File: src/rtl/control_fsm_pkg.sv
// Shared control-state encodings and opcode class constants for the multi-cycle
// controller and the downstream control-decode stage.
package control_fsm_pkg;

    typedef enum logic [3:0] {
        INSTRUCTION_FETCH    = 4'd0,
        REGISTER_FETCH       = 4'd1,
        ALU_R3               = 4'd2,
        ALU_RI3              = 4'd3,
        ALU_WB4              = 4'd4,
        BRANCH3              = 4'd5,
        MEM_REF3             = 4'd6,
        LOAD4                = 4'd7,
        STORE4               = 4'd8,
        LOAD5                = 4'd9,
        JUMP3                = 4'd10,
        IMMEDIATE_INJECTION2 = 4'd11,
        HALT                 = 4'd12
    } state_t;

    localparam logic [5:0] OP_LOAD   = 6'b100000;
    localparam logic [5:0] OP_STORE  = 6'b100001;
    localparam logic [5:0] OP_BRANCH = 6'b100010;
    localparam logic [5:0] OP_JUMP   = 6'b100011;
    localparam logic [5:0] OP_LI     = 6'b110000;
    localparam logic [5:0] OP_HALT   = 6'b111111;

    // Bit positions in the one-hot opcode class vector
    localparam int CLS_R       = 0;
    localparam int CLS_RI      = 1;
    localparam int CLS_LOAD    = 2;
    localparam int CLS_STORE   = 3;
    localparam int CLS_BRANCH  = 4;
    localparam int CLS_JUMP    = 5;
    localparam int CLS_LI      = 6;
    localparam int CLS_HALT    = 7;
    localparam int CLS_ILLEGAL = 8;
    localparam int CLS_W       = 9;

endpackage

File: src/rtl/control_fsm_opcode_class.sv
// Combinational opcode classifier: exactly one bit of cls is set for any opcode.
module opcode_class
    import control_fsm_pkg::*;
(
    input  logic [5:0]       opcode,
    output logic [CLS_W-1:0] cls
);

    always_comb begin
        cls = '0;
        if (opcode[5:4] == 2'b00) begin
            cls[CLS_R] = 1'b1;
        end else if (opcode[5:4] == 2'b01) begin
            cls[CLS_RI] = 1'b1;
        end else begin
            case (opcode)
                OP_LOAD:   cls[CLS_LOAD]    = 1'b1;
                OP_STORE:  cls[CLS_STORE]   = 1'b1;
                OP_BRANCH: cls[CLS_BRANCH]  = 1'b1;
                OP_JUMP:   cls[CLS_JUMP]    = 1'b1;
                OP_LI:     cls[CLS_LI]      = 1'b1;
                OP_HALT:   cls[CLS_HALT]    = 1'b1;
                default:   cls[CLS_ILLEGAL] = 1'b1;
            endcase
        end
    end

endmodule

File: src/rtl/control_fsm.sv
// Multi-cycle processor control FSM with retired-instruction counter and a
// sticky illegal-opcode flag.
module control_fsm
    import control_fsm_pkg::*;
#(
    parameter int RETIRE_CNT_W = 16
) (
    input  logic                    clk,
    input  logic                    reset,
    input  logic [5:0]              opcode,
    input  logic                    mem_ready,
    output logic [3:0]              state,
    output logic                    instr_retired,
    output logic [RETIRE_CNT_W-1:0] retired_count,
    output logic                    illegal_op,
    output logic                    halted
);

    state_t                  state_reg;
    logic                    retired_reg;
    logic [RETIRE_CNT_W-1:0] count_reg;
    logic                    illegal_reg;
    logic [CLS_W-1:0]        cls;
    logic                    done;

    opcode_class u_opcode_class (
        .opcode (opcode),
        .cls    (cls)
    );

    // Instruction completes on this edge; HALT entry counts as a completion
    always_comb begin
        done = 1'b0;
        case (state_reg)
            ALU_WB4, BRANCH3, JUMP3, IMMEDIATE_INJECTION2, LOAD5: done = 1'b1;
            STORE4:         done = mem_ready;
            REGISTER_FETCH: done = cls[CLS_HALT];
            default:        done = 1'b0;
        endcase
    end

    always_ff @(posedge clk or posedge reset) begin
        if (reset) begin
            state_reg   <= INSTRUCTION_FETCH;
            retired_reg <= 1'b0;
            count_reg   <= '0;
            illegal_reg <= 1'b0;
        end else begin
            retired_reg <= done;
            if (done) begin
                count_reg <= count_reg + RETIRE_CNT_W'(1);
            end
            case (state_reg)
                INSTRUCTION_FETCH: begin
                    if (mem_ready) state_reg <= REGISTER_FETCH;
                end
                REGISTER_FETCH: begin
                    if (cls[CLS_R])                          state_reg <= ALU_R3;
                    else if (cls[CLS_RI])                    state_reg <= ALU_RI3;
                    else if (cls[CLS_LOAD] || cls[CLS_STORE]) state_reg <= MEM_REF3;
                    else if (cls[CLS_BRANCH])                state_reg <= BRANCH3;
                    else if (cls[CLS_JUMP])                  state_reg <= JUMP3;
                    else if (cls[CLS_LI])                    state_reg <= IMMEDIATE_INJECTION2;
                    else if (cls[CLS_HALT])                  state_reg <= HALT;
                    else if (cls[CLS_ILLEGAL]) begin
                        state_reg   <= INSTRUCTION_FETCH;
                        illegal_reg <= 1'b1;
                    end else begin
                        state_reg <= INSTRUCTION_FETCH;
                    end
                end
                ALU_R3, ALU_RI3: state_reg <= ALU_WB4;
                // An opcode that is neither LOAD nor STORE here abandons the access
                MEM_REF3: begin
                    if (cls[CLS_LOAD])       state_reg <= LOAD4;
                    else if (cls[CLS_STORE]) state_reg <= STORE4;
                    else                     state_reg <= INSTRUCTION_FETCH;
                end
                LOAD4: begin
                    if (mem_ready) state_reg <= LOAD5;
                end
                STORE4: begin
                    if (mem_ready) state_reg <= INSTRUCTION_FETCH;
                end
                ALU_WB4, BRANCH3, JUMP3, IMMEDIATE_INJECTION2, LOAD5:
                    state_reg <= INSTRUCTION_FETCH;
                HALT: state_reg <= HALT;
                default: state_reg <= INSTRUCTION_FETCH;
            endcase
        end
    end

    assign state         = state_reg;
    assign instr_retired = retired_reg;
    assign retired_count = count_reg;
    assign illegal_op    = illegal_reg;
    assign halted        = (state_reg == HALT);

endmodule

File: config.mk
export PLATFORM = sky130hd
export DESIGN_NAME = control_fsm
export DESIGN_NICKNAME = d
export VERILOG_FILES = /design/src/rtl/control_fsm_pkg.sv /design/src/rtl/control_fsm_opcode_class.sv /design/src/rtl/control_fsm.sv
export SDC_FILE = /design/constraint.sdc
export NUM_CORES = 1
export LEC_CHECK = 0
export ABC_AREA = 1
export BUFFER_PORTS_ARGS = -buffer_cell sky130_fd_sc_hd__buf_2
export CAP_MARGIN = 20
export CORE_MARGIN = 5
export CORE_UTILIZATION = 30
export CTS_CLUSTER_SIZE = 28
export DETAILED_ROUTE_END_ITERATION = 7
export PLACE_DENSITY = 0.49
export SLEW_MARGIN = 20
export SYNTH_ARGS = -nofsm -noshare
export SYNTH_HDL_FRONTEND = slang
export SYNTH_SLANG_ARGS = --single-unit
File: constraint.sdc
create_clock -name clk -period 1.45 [get_ports clk]
set_input_delay 0.29 -clock clk [delete_from_list [all_inputs] [get_ports clk]]
set_output_delay 0.29 -clock clk [all_outputs]
set_load 0.005 [all_outputs]
Word-level counts from Yosys, hierarchy flattened --
Index checks and enable logic that the tools add are counted.
Word-level totals: flip-flop bits (word level) 22, input bits 9, output and inout bits 23, logic and storage cells 67
Operators by class: add/subtract/negate cells 1, eq/ne operators 22, mux-type cells 25, bitwise gates (word level) 7, reduce and logical (&&, ||, !) cells 8
Operators by type and width (count):
- $mux 4 | 12
- $eq 6x6->1 const B | 6
- $pmux 4 s7 | 1
- $eq 4x4->1 const B | 5
- $add 16x1->16 const B | 1
- $eq 4x3->1 const B | 4
- $mux 1 | 9
- $reduce_and 9->1 | 1
- $eq 4x2->1 const B | 2
- $mux 8 | 1
- $mux 7 | 1
- $not 1->1 | 7
- $ne 2x2->1 const B | 3
- $reduce_or 6->1 | 1
- $reduce_or 5->1 | 1
- $eq 4x1->1 const B | 1
- $logic_not 4->1 | 1
- $pmux 1 s3 | 1
- $reduce_and 3->1 | 1
- $eq 2x1->1 const B | 1
- $logic_not 2->1 | 1
- $reduce_or 2->1 | 1
- $logic_or 1x1->1 | 1

Depth between registers and ports, before layout --
Gate-level depths: netlist (run 1).
depth after elaboration 13, depth in mapped cells 9, gate-level depth less buffers 9

Cells and area by module --
A second synthesis (run 1) with hierarchy kept.
Unflattened totals: cell total of the unflattened synthesis 231, area, all modules 1520.2 sq um
Modules (own cells, without submodules):
- control_fsm | instances 1, cells each 207, area each 1407.6 sq um
- opcode_class | instances 1, cells each 24, area each 112.6 sq um

Worst setup path after synthesis (run 1) --
Ideal clock, no wire load.
path type register to register, from register state_reg[1], in the netlist state[1], to register count_reg[4], in the netlist retired_count[4], setup time 0.118 ns, data arrival time 1.253 ns, data required time 1.332 ns, setup slack 0.079 ns, cell stages (with the launch flop) 8, buffers on the path 1, clock period less this slack 1.371 ns, path through dfrtp_1 > nor2_2 > nand2_1 > a21oi_2 > nand2_4 > buf_8 > nand2_1 > o21ai_2
On the way: longest elaborated chain between the ends 3, elaborated cells on any way between the ends 9
Ends and longest elaborated chain:
- start, declared | line control_fsm.sv:19 | state_t state_reg;
- start signal, assigned | line control_fsm.sv:44 | state_reg <= INSTRUCTION_FETCH;
- start signal, assigned | line control_fsm.sv:55 | if (mem_ready) state_reg <= REGISTER_FETCH;
- start signal, assigned | line control_fsm.sv:58 | if (cls[CLS_R]) state_reg <= ALU_R3;
- $eq 4x3->1 / $eq 4x4->1 (equally long branches) | line control_fsm.sv:34 | case (state_reg)
- $reduce_or 5->1 | line control_fsm.sv:34
- $pmux 1 s3 (*) | line control_fsm.sv:34
- end signal, assigned | line control_fsm.sv:51 | count_reg <= count_reg + RETIRE_CNT_W'(1);
- end, declared | line control_fsm.sv:21 | logic [RETIRE_CNT_W-1:0] count_reg;
Every way passes the cells marked *; elsewhere a longest branch is shown, timed or not. A chain may end at the register's enable or synchronous reset.

Worst setup path after layout (run 1) --
from register state_reg[2], in the netlist state[2], to register count_reg[1], in the netlist retired_count[1]
The elaborated chain is that of the path after synthesis.

==> impl_results.md, run 1 <==
- Status: finished clean
- Clk slew on worst S/H paths: 0.08 ns
- Cell Pwr Density: 1520 mW/mm^2
- Synth async-reset ratio: 100%
- Rows: 26
- Syn-to-layout area delta: 37.0%
- EDFF count, synth: 0
- I/O pin total: 32
- Vias in the first global route: 1563
- Multiplexer share of the synthesized area: 0%
- H-tree levels: 1
- Layout cell share with drive strength beyond 1: 30.3%
- Cells after Synth: 235
- Initial core utilization: 30.5%
- RSZ-0062 raised after global routing: true
- Worst-path fanout max: 7
- ANT nets after route: 0
- Drt first-iter violations: 65
- Final setup viols: 0
- Routed WL: 4110 um
- Die height: 81.9 um
- Max reg flops: 16
- Port buffer count: 31
- Worst-margin pin slew: 0.371 ns
- Worst skew pair latency: 0.26 ns
- N_diodes: 0
- Via Count: 1657
- HPWL Detailed: 3040 um
- Unique masters post-synth: 22
- Crit Path Class: register to register
- Max-cap viol count: 0
- DIE WIDTH: 81.9 um
- Design area: 0.00212 sq mm
- Dpl ws: 0.0349 ns
- CP startpoint kind: register
- Max rail drop VDD: 706 uV
- Net count after synthesis: 245
- Final core occ: 41.8%
- Total CTS buffers: 3
- Reg2reg setup slack: 0.02 ns
- Register share of total power: 32.0%
- Pleak: 1.15 nW
- Pin count of the biggest net entering global routing: 23
- Total track usage: 12.7%
- Drt drc: 0
- Reg-to-reg startpoint: state[2]$_DFFE_PP0P_
- Synthesized area: 0.00155 sq mm
- Yosys top cell area share: 35.5%
- R2R depth: 9
- Fillers: 567
- XOR/XNOR Fraction of Synth Area: 3.39%
- Simple-gate area share of the yosys netlist: 42.3%
- Post-synthesis adder-cell area fraction: 0.807%
- Syn avg cell area: 6.60 sq um
- DR pass1 iterations: 4
- CTS tree: built
- Die area: 0.00671 sq mm
- CP required: 1.61 ns
- Synth Area in Compound Gates: 7.34%
- Setup ws final: 0.0246 ns
- Worst relative slew slack: 75.1%
- #FFs+latches synth: 22
- Top-count cell post-synth: nand2_1
- Final Hold Viols: 0
- Clock root cell: clkbuf_8
- Cell accounting for the most synthesized area: dfrtp_1
- Longest Clk Path Bufs: 2
- Clock Skews: 0.00218 ns
- Worst Hold Class: input port to async pin
- Internal power: 1.87 mW
- Max Slew Vio Count: 0
- Clock sink count: 22
- Hold WS: 0.0540 ns
- Synth warn: 0
- Final net count: 309
- Vias per cell: 4.51
- Gr ovfl total: 0
- Main combinational cell family by area after synthesis: simple AND/OR/NAND/NOR gates
- Seq/Total Area, Yosys: 35.5%
- Part of the power in combinational logic: 56.0%
- Core Box Area: 0.00507 sq mm
- Synth cell count leaders: nand2_1, inv_1, dfrtp_1, nor2_1, nand3_1
- Initial antenna violation count: 0
- CP endpoint kind: register
- Post-placement cell area: 0.00192 sq mm
- First-pass GRT wire length: 6760 um
- Top FF cell, synth: dfrtp_1
- Switching share of power: 42.3%
- FF-to-FF End: retired_count[1]$_DFFE_PP0P_
- Fmax: 0.702 GHz
- Placer Congestion: 0.795
- Hold Buf Count CTS: 0
- Period utilisation layout: 98.3%
- WL per Instance: 11.2 um
- Minimum clock period: 1.43 ns
- Sw power: 1.37 mW
- Worst Path Arrival: 1.58 ns
- Largest cells by area after synthesis: dfrtp_1, nand2_1, inv_1
- Clock power frac: 12.0%
## worst max-delay path: stages, from the launching register on
cell,delay (ns)
dfrtp_1,0.40
buf_6,0.13
inv_6,0.05
nand2_4,0.05
nor3_4,0.18
nand2_2,0.12
nand2_8,0.12
buf_8,0.13
buf_6,0.09
o21ai_2,0.04
## layout by cell type, fill, tap and decap left out, types with 4 or more instances in the layout
cell type / synthesis / final
nand4_1: 8 / 8
nor2_1: 22 / 19
buf_6: 1 / 5
xor2_1: 6 / 6
inv_2: 4 / 4
inv_1: 33 / 32
nor3_1: 4 / 4
dfrtp_1: 22 / 22
nand2_1: 89 / 87
o21ai_0: 5 / 5
nand3_1: 21 / 21
buf_4: 0 / 25
buf_2: 0 / 30
o21ai_2: 8 / 8
## through the flow
step / total power [mW] / setup TNS (ns) / instances
after floorplan: 1.89 / 0 / 235
after global routing: 3.51 / -0.658 / 367
after global placement: 2.50 / 0 / 354
after CTS: 2.99 / 0 / 360
final: 3.24 / 0 / 367
after detailed placement: 2.50 / 0 / 354
## power by group through the flow
| stage | Combinational (mW) | Sequential (mW) | Clock [mW] |
|---|---|---|---|
| 2_1_floorplan | 0.859 | 1.04 | 0 |
| 3_3_place_gp | 1.47 | 1.04 | 0 |
| 3_5_place_dp | 1.46 | 1.04 | 0 |
| 4_1_cts | 1.56 | 1.02 | 0.409 |
| 5_1_grt | 2.02 | 1.06 | 0.431 |
| 6_report | 1.81 | 1.03 | 0.390 |
## routing by layer
| metal | GRT usage, % | vias to the layer above | part of all wire (%) |
|---|---|---|---|
| li1 | - | 860 | - |
| met1 | 15.4 | 751 | 47 |
| met5 | 0 | - | 0 |
| met4 | 4.49 | 0 | 2.1 |
| met2 | 22.1 | 38 | 47 |
| met3 | 2.41 | 8 | 3.6 |
## cell families after synthesis
kind of cell    after synthesis
fa+ha+maj                     1
buf+inv                      39
simple gates                151
compound gates               16
flops                        22
xor+xnor                      6
## worst max-delay path by stage
| stage | from | slack, ns | cells after the start | endpoint |
|---|---|---|---|---|
| 2_1_floorplan | state[1]$_DFFE_PP0P_ | 0.08 | 7 | retired_count[4]$_DFFE_PP0P_ |
| 3_3_place_gp | retired_count[0]$_DFFE_PP0P_ | 0.05 | 8 | retired_count[12]$_DFFE_PP0P_ |
| 3_5_place_dp | retired_count[0]$_DFFE_PP0P_ | 0.03 | 8 | retired_count[12]$_DFFE_PP0P_ |
| 4_1_cts | state[2]$_DFFE_PP0P_ | 0.005 | 9 | retired_count[6]$_DFFE_PP0P_ |
| 5_1_grt | state[2]$_DFFE_PP0P_ | -0.07 | 8 | retired_count[0]$_DFFE_PP0P_ |
| 6_report | state[2]$_DFFE_PP0P_ | 0.02 | 9 | retired_count[1]$_DFFE_PP0P_ |
## layout make-up
type | count | area (sq um) | share of cell area [%]
clock buffer | 3 | 41.3 | 1.94
tap | 70 | 87.6 | 4.12
sequential | 22 | 551 | 25.9
multi-input combinational | 174 | 891 | 42.0
inverter | 37 | 144 | 6.78
timing repair buffer | 61 | 409 | 19.3
## repair_timing
| action | 4_1_cts | 5_1_grt |
|---|---|---|
| resized for setup | 2 | 22 |
| setup buffers | 3 | 7 |
| endpoints found under the setup margin | 1 | 15 |
| gates cloned | 0 | 0 |
| pin swaps | 1 | 6 |
No activity file was read; power rests on OpenSTA's default activity.
==> inputs of run 2 (changes only) <==
- REMOVE_ABC_BUFFERS: unset -> 1
- SYNTH_HIERARCHICAL: unset -> 1
==> run 2 against run 1 <==
  * Critical path depth down 5
  * Global-route usage down 1.1 points
  * Final cell count down 4.1%
  * Via count down 8.9%
  * Core utilization down 2.5 points
  * Combinational power down 41%
  * Largest cell class unchanged
  * Fmax up 1.5%
  * Non-clock buffer count down 11
  * Register-to-register slack better by 0.08 ns
  * Final area down 7.1%
==> impl_results.md, run 2 <==
- Max Slew Vio Count: 0
- Main combinational cell family by area after synthesis: simple AND/OR/NAND/NOR gates
- Rows: 26
- Cell Pwr Density: 1180 mW/mm^2
- Setup TNS: 0 ns
- Final net count: 294
- Gr ovfl total: 0
- Multiplexer share of the synthesized area: 0%
- Pleak: 1.01 nW
- H-tree levels: 1
- Delay-heaviest family, CP: flip-flops
- CTS tree: built
- XOR/XNOR Fraction of Synth Area: 3.37%
- Top-count cell post-synth: nand2_1
- Worst-path fanout max: 5
- Clk slew on worst S/H paths: 0.08 ns
- Simple-gate area share of the yosys netlist: 45.3%
- Seq/Total Area, Yosys: 36.2%
- Routed WL: 3560 um
- Synth cell count leaders: nand2_1, nor2_1, inv_1
- Yosys top cell area share: 36.2%
- Fmax: 0.712 GHz
- I/O pin total: 32
- Initial core utilization: 30.3%
- CP startpoint kind: register
- Switching share of power: 38.9%
- Cells after Synth: 231
- First-pass GRT wire length: 6200 um
- Clock power frac: 16.7%
- WL per Instance: 10.1 um
- Sw power: 0.908 mW
- EDFF count, synth: 0
- #FFs+latches synth: 22
- Core Box Area: 0.00501 sq mm
- Slowest-stage cell, CP: dfrtp_2
- Total track usage: 11.6%
- Final setup viols: 0
- Max rail drop VDD: 472 uV
- Synth warn: 6
- Die height: 81.2 um
- Largest cells by area after synthesis: dfrtp_1, nand2_1, nor2_1
- Internal power: 1.43 mW
- Pin count of the biggest net entering global routing: 23
- Crit Path Class: register to output port
- Worst skew pair latency: 0.26 ns
- Post-synthesis adder-cell area fraction: 0.823%
- Register share of total power: 37.8%
- Post-placement cell area: 0.00189 sq mm
- Synth async-reset ratio: 100%
- DR pass1 iterations: 4
- Initial antenna violation count: 0
- Critical path buffer and inverter count: 2
- Worst Path Arrival: 1.11 ns
- Dpl ws: -0.0839 ns
- Clock sink count: 22
- Port buffer count: 31
- Worst Hold Class: input port to async pin
- FF-to-FF End: retired_count[7]$_DFFE_PP0P_
- ANT nets after route: 0
- Vias in the first global route: 1484
- Clock root cell: clkbuf_8
- Final core occ: 39.4%
- R2R depth: 7
- Vias per cell: 4.29
- Syn avg cell area: 6.58 sq um
- Drt first-iter violations: 32
- Delay of the slowest cell on the worst path: 0.45 ns
- Placer Congestion: 0.732
- Layout cell share with drive strength beyond 1: 24.8%
- Part of the power in combinational logic: 45.5%
- Design area: 0.00197 sq mm
- Setup ws final: 0.0458 ns
- Synth Area in Compound Gates: 4.94%
- Syn-to-layout area delta: 29.8%
- HPWL Detailed: 2830 um
- Drt drc: 0
- Most common cell after layout, fill and taps aside: nand2_1
- Final Hold Viols: 0
- Reg2reg setup slack: 0.10 ns
- Power Total: 2.34 mW
- RSZ-0062 raised after global routing: true
- N_diodes: 0
- Fillers: 552
- Cell accounting for the most synthesized area: dfrtp_1
- Hold Buf Count CTS: 0
- Worst-margin pin slew: 0.295 ns
- Status: finished clean
- Max reg flops: 16
- Reg-to-reg startpoint: state[3]$_DFFE_PP0P_
- Synthesized area: 0.00152 sq mm
- CP required: 1.16 ns
- Total CTS buffers: 3
- Period utilisation layout: 96.8%
- Via Count: 1509
- Minimum clock period: 1.40 ns
- Die area: 0.00659 sq mm
- Worst relative slew slack: 80.3%
- Clock Skews: 0.00468 ns
- Unique masters post-synth: 22
- DIE WIDTH: 81.2 um
- Max-cap viol count: 0
- Commonest non-fill, non-tap cells in the layout: nand2_1, nor2_1, buf_2, inv_1, dfrtp_1
- Longest Clk Path Bufs: 2
- Top FF cell, synth: dfrtp_1
- Crit-path cells: nor2_4 -> nand3_2 -> inv_2 -> buf_2
- CP endpoint kind: output port
- Crit. path cell count: 4
==> run 2: changes by cell type in the layout (fill, tap and decap cells not counted), moves of 4 or more <==
cell and change:
buf_4 -8, buf_6 -5, nand2_1 -6, nand3_1 -11, nand3_2 +4, nand3b_1 +4, nor2_1 +17, o21ai_1 +6
o21ai_2 -8, xor2_1 -4
==> run 2: power by group through the flow <==
stage                     clock network [mW]  registers [mW]  logic, mW
final                                  0.389           0.884       1.06
after detailed placement                   0           0.869       1.02
after floorplan                            0           0.885      0.515
after global placement                     0           0.872       1.03
after global routing                   0.432           0.905       1.20
after CTS                              0.406           0.863       1.03
==> run 2: metal layers <==
metal	up-vias	global-route usage [%]	part of all wire (%)
li1	821	-	-
met1	667	14.7	49
met2	19	20.5	47
met3	2	1.66	3.1
met4	0	3.04	0.95
met5	-	0	0
==> run 2: kinds of logic after synthesis <==
kind of cell,after synthesis
flip-flops,22
XOR/XNOR,5
AO/OA/AOI/OAI,15
AND/OR/NAND/NOR,156
adder cells (fa/ha/maj),1
buffers and inverters,32
==> run 2: worst max-delay path by stage <==
| stage | from | end |
|---|---|---|
| 2_1_floorplan | retired_count[0]$_DFFE_PP0P_ | retired_count[10]$_DFFE_PP0P_ |
| 3_3_place_gp | opcode[3] | state[0]$_DFFE_PP0P_ |
| 3_5_place_dp | opcode[3] | state[0]$_DFFE_PP0P_ |
| 4_1_cts | state[0]$_DFFE_PP0P_ | halted |
| 5_1_grt | state[1]$_DFFE_PP0P_ | halted |
| 6_report | state[1]$_DFFE_PP0P_ | halted |
==> run 2: final cells by class <==
type	count	area, sq um	share of cell area (%)
inverter	30	113	5.71
multi-input combinational	177	857	43.4
sequential	22	552	28.0
tap	70	87.6	4.44
clock buffer	3	41.3	2.09
timing repair buffer	50	323	16.4
==> run 2: timing repair <==
| action | 4_1_cts | 5_1_grt |
|---|---|---|
| setup endpoints to repair | 1 | 4 |
| gates resized for setup | 1 | 8 |
| cloned | 0 | 0 |
| pin swaps | 0 | 3 |
| buffers inserted | 0 | 1 |
==> run 2: metrics by stage <==
stage | hold WS, ns | cells
detailed placement | 0.349 | 348
global route | 0.0777 | 352
floorplan | 0.279 | 229
CTS | 0.0655 | 351
finish | 0.0552 | 352
global placement | 0.345 | 348
==> run 2: worst reg2reg max path: cells and delay by family (launching register included) <==
family        cells  cell delay, ns
buf+inv           1            0.15
flops             1            0.44
simple gates      6            0.67
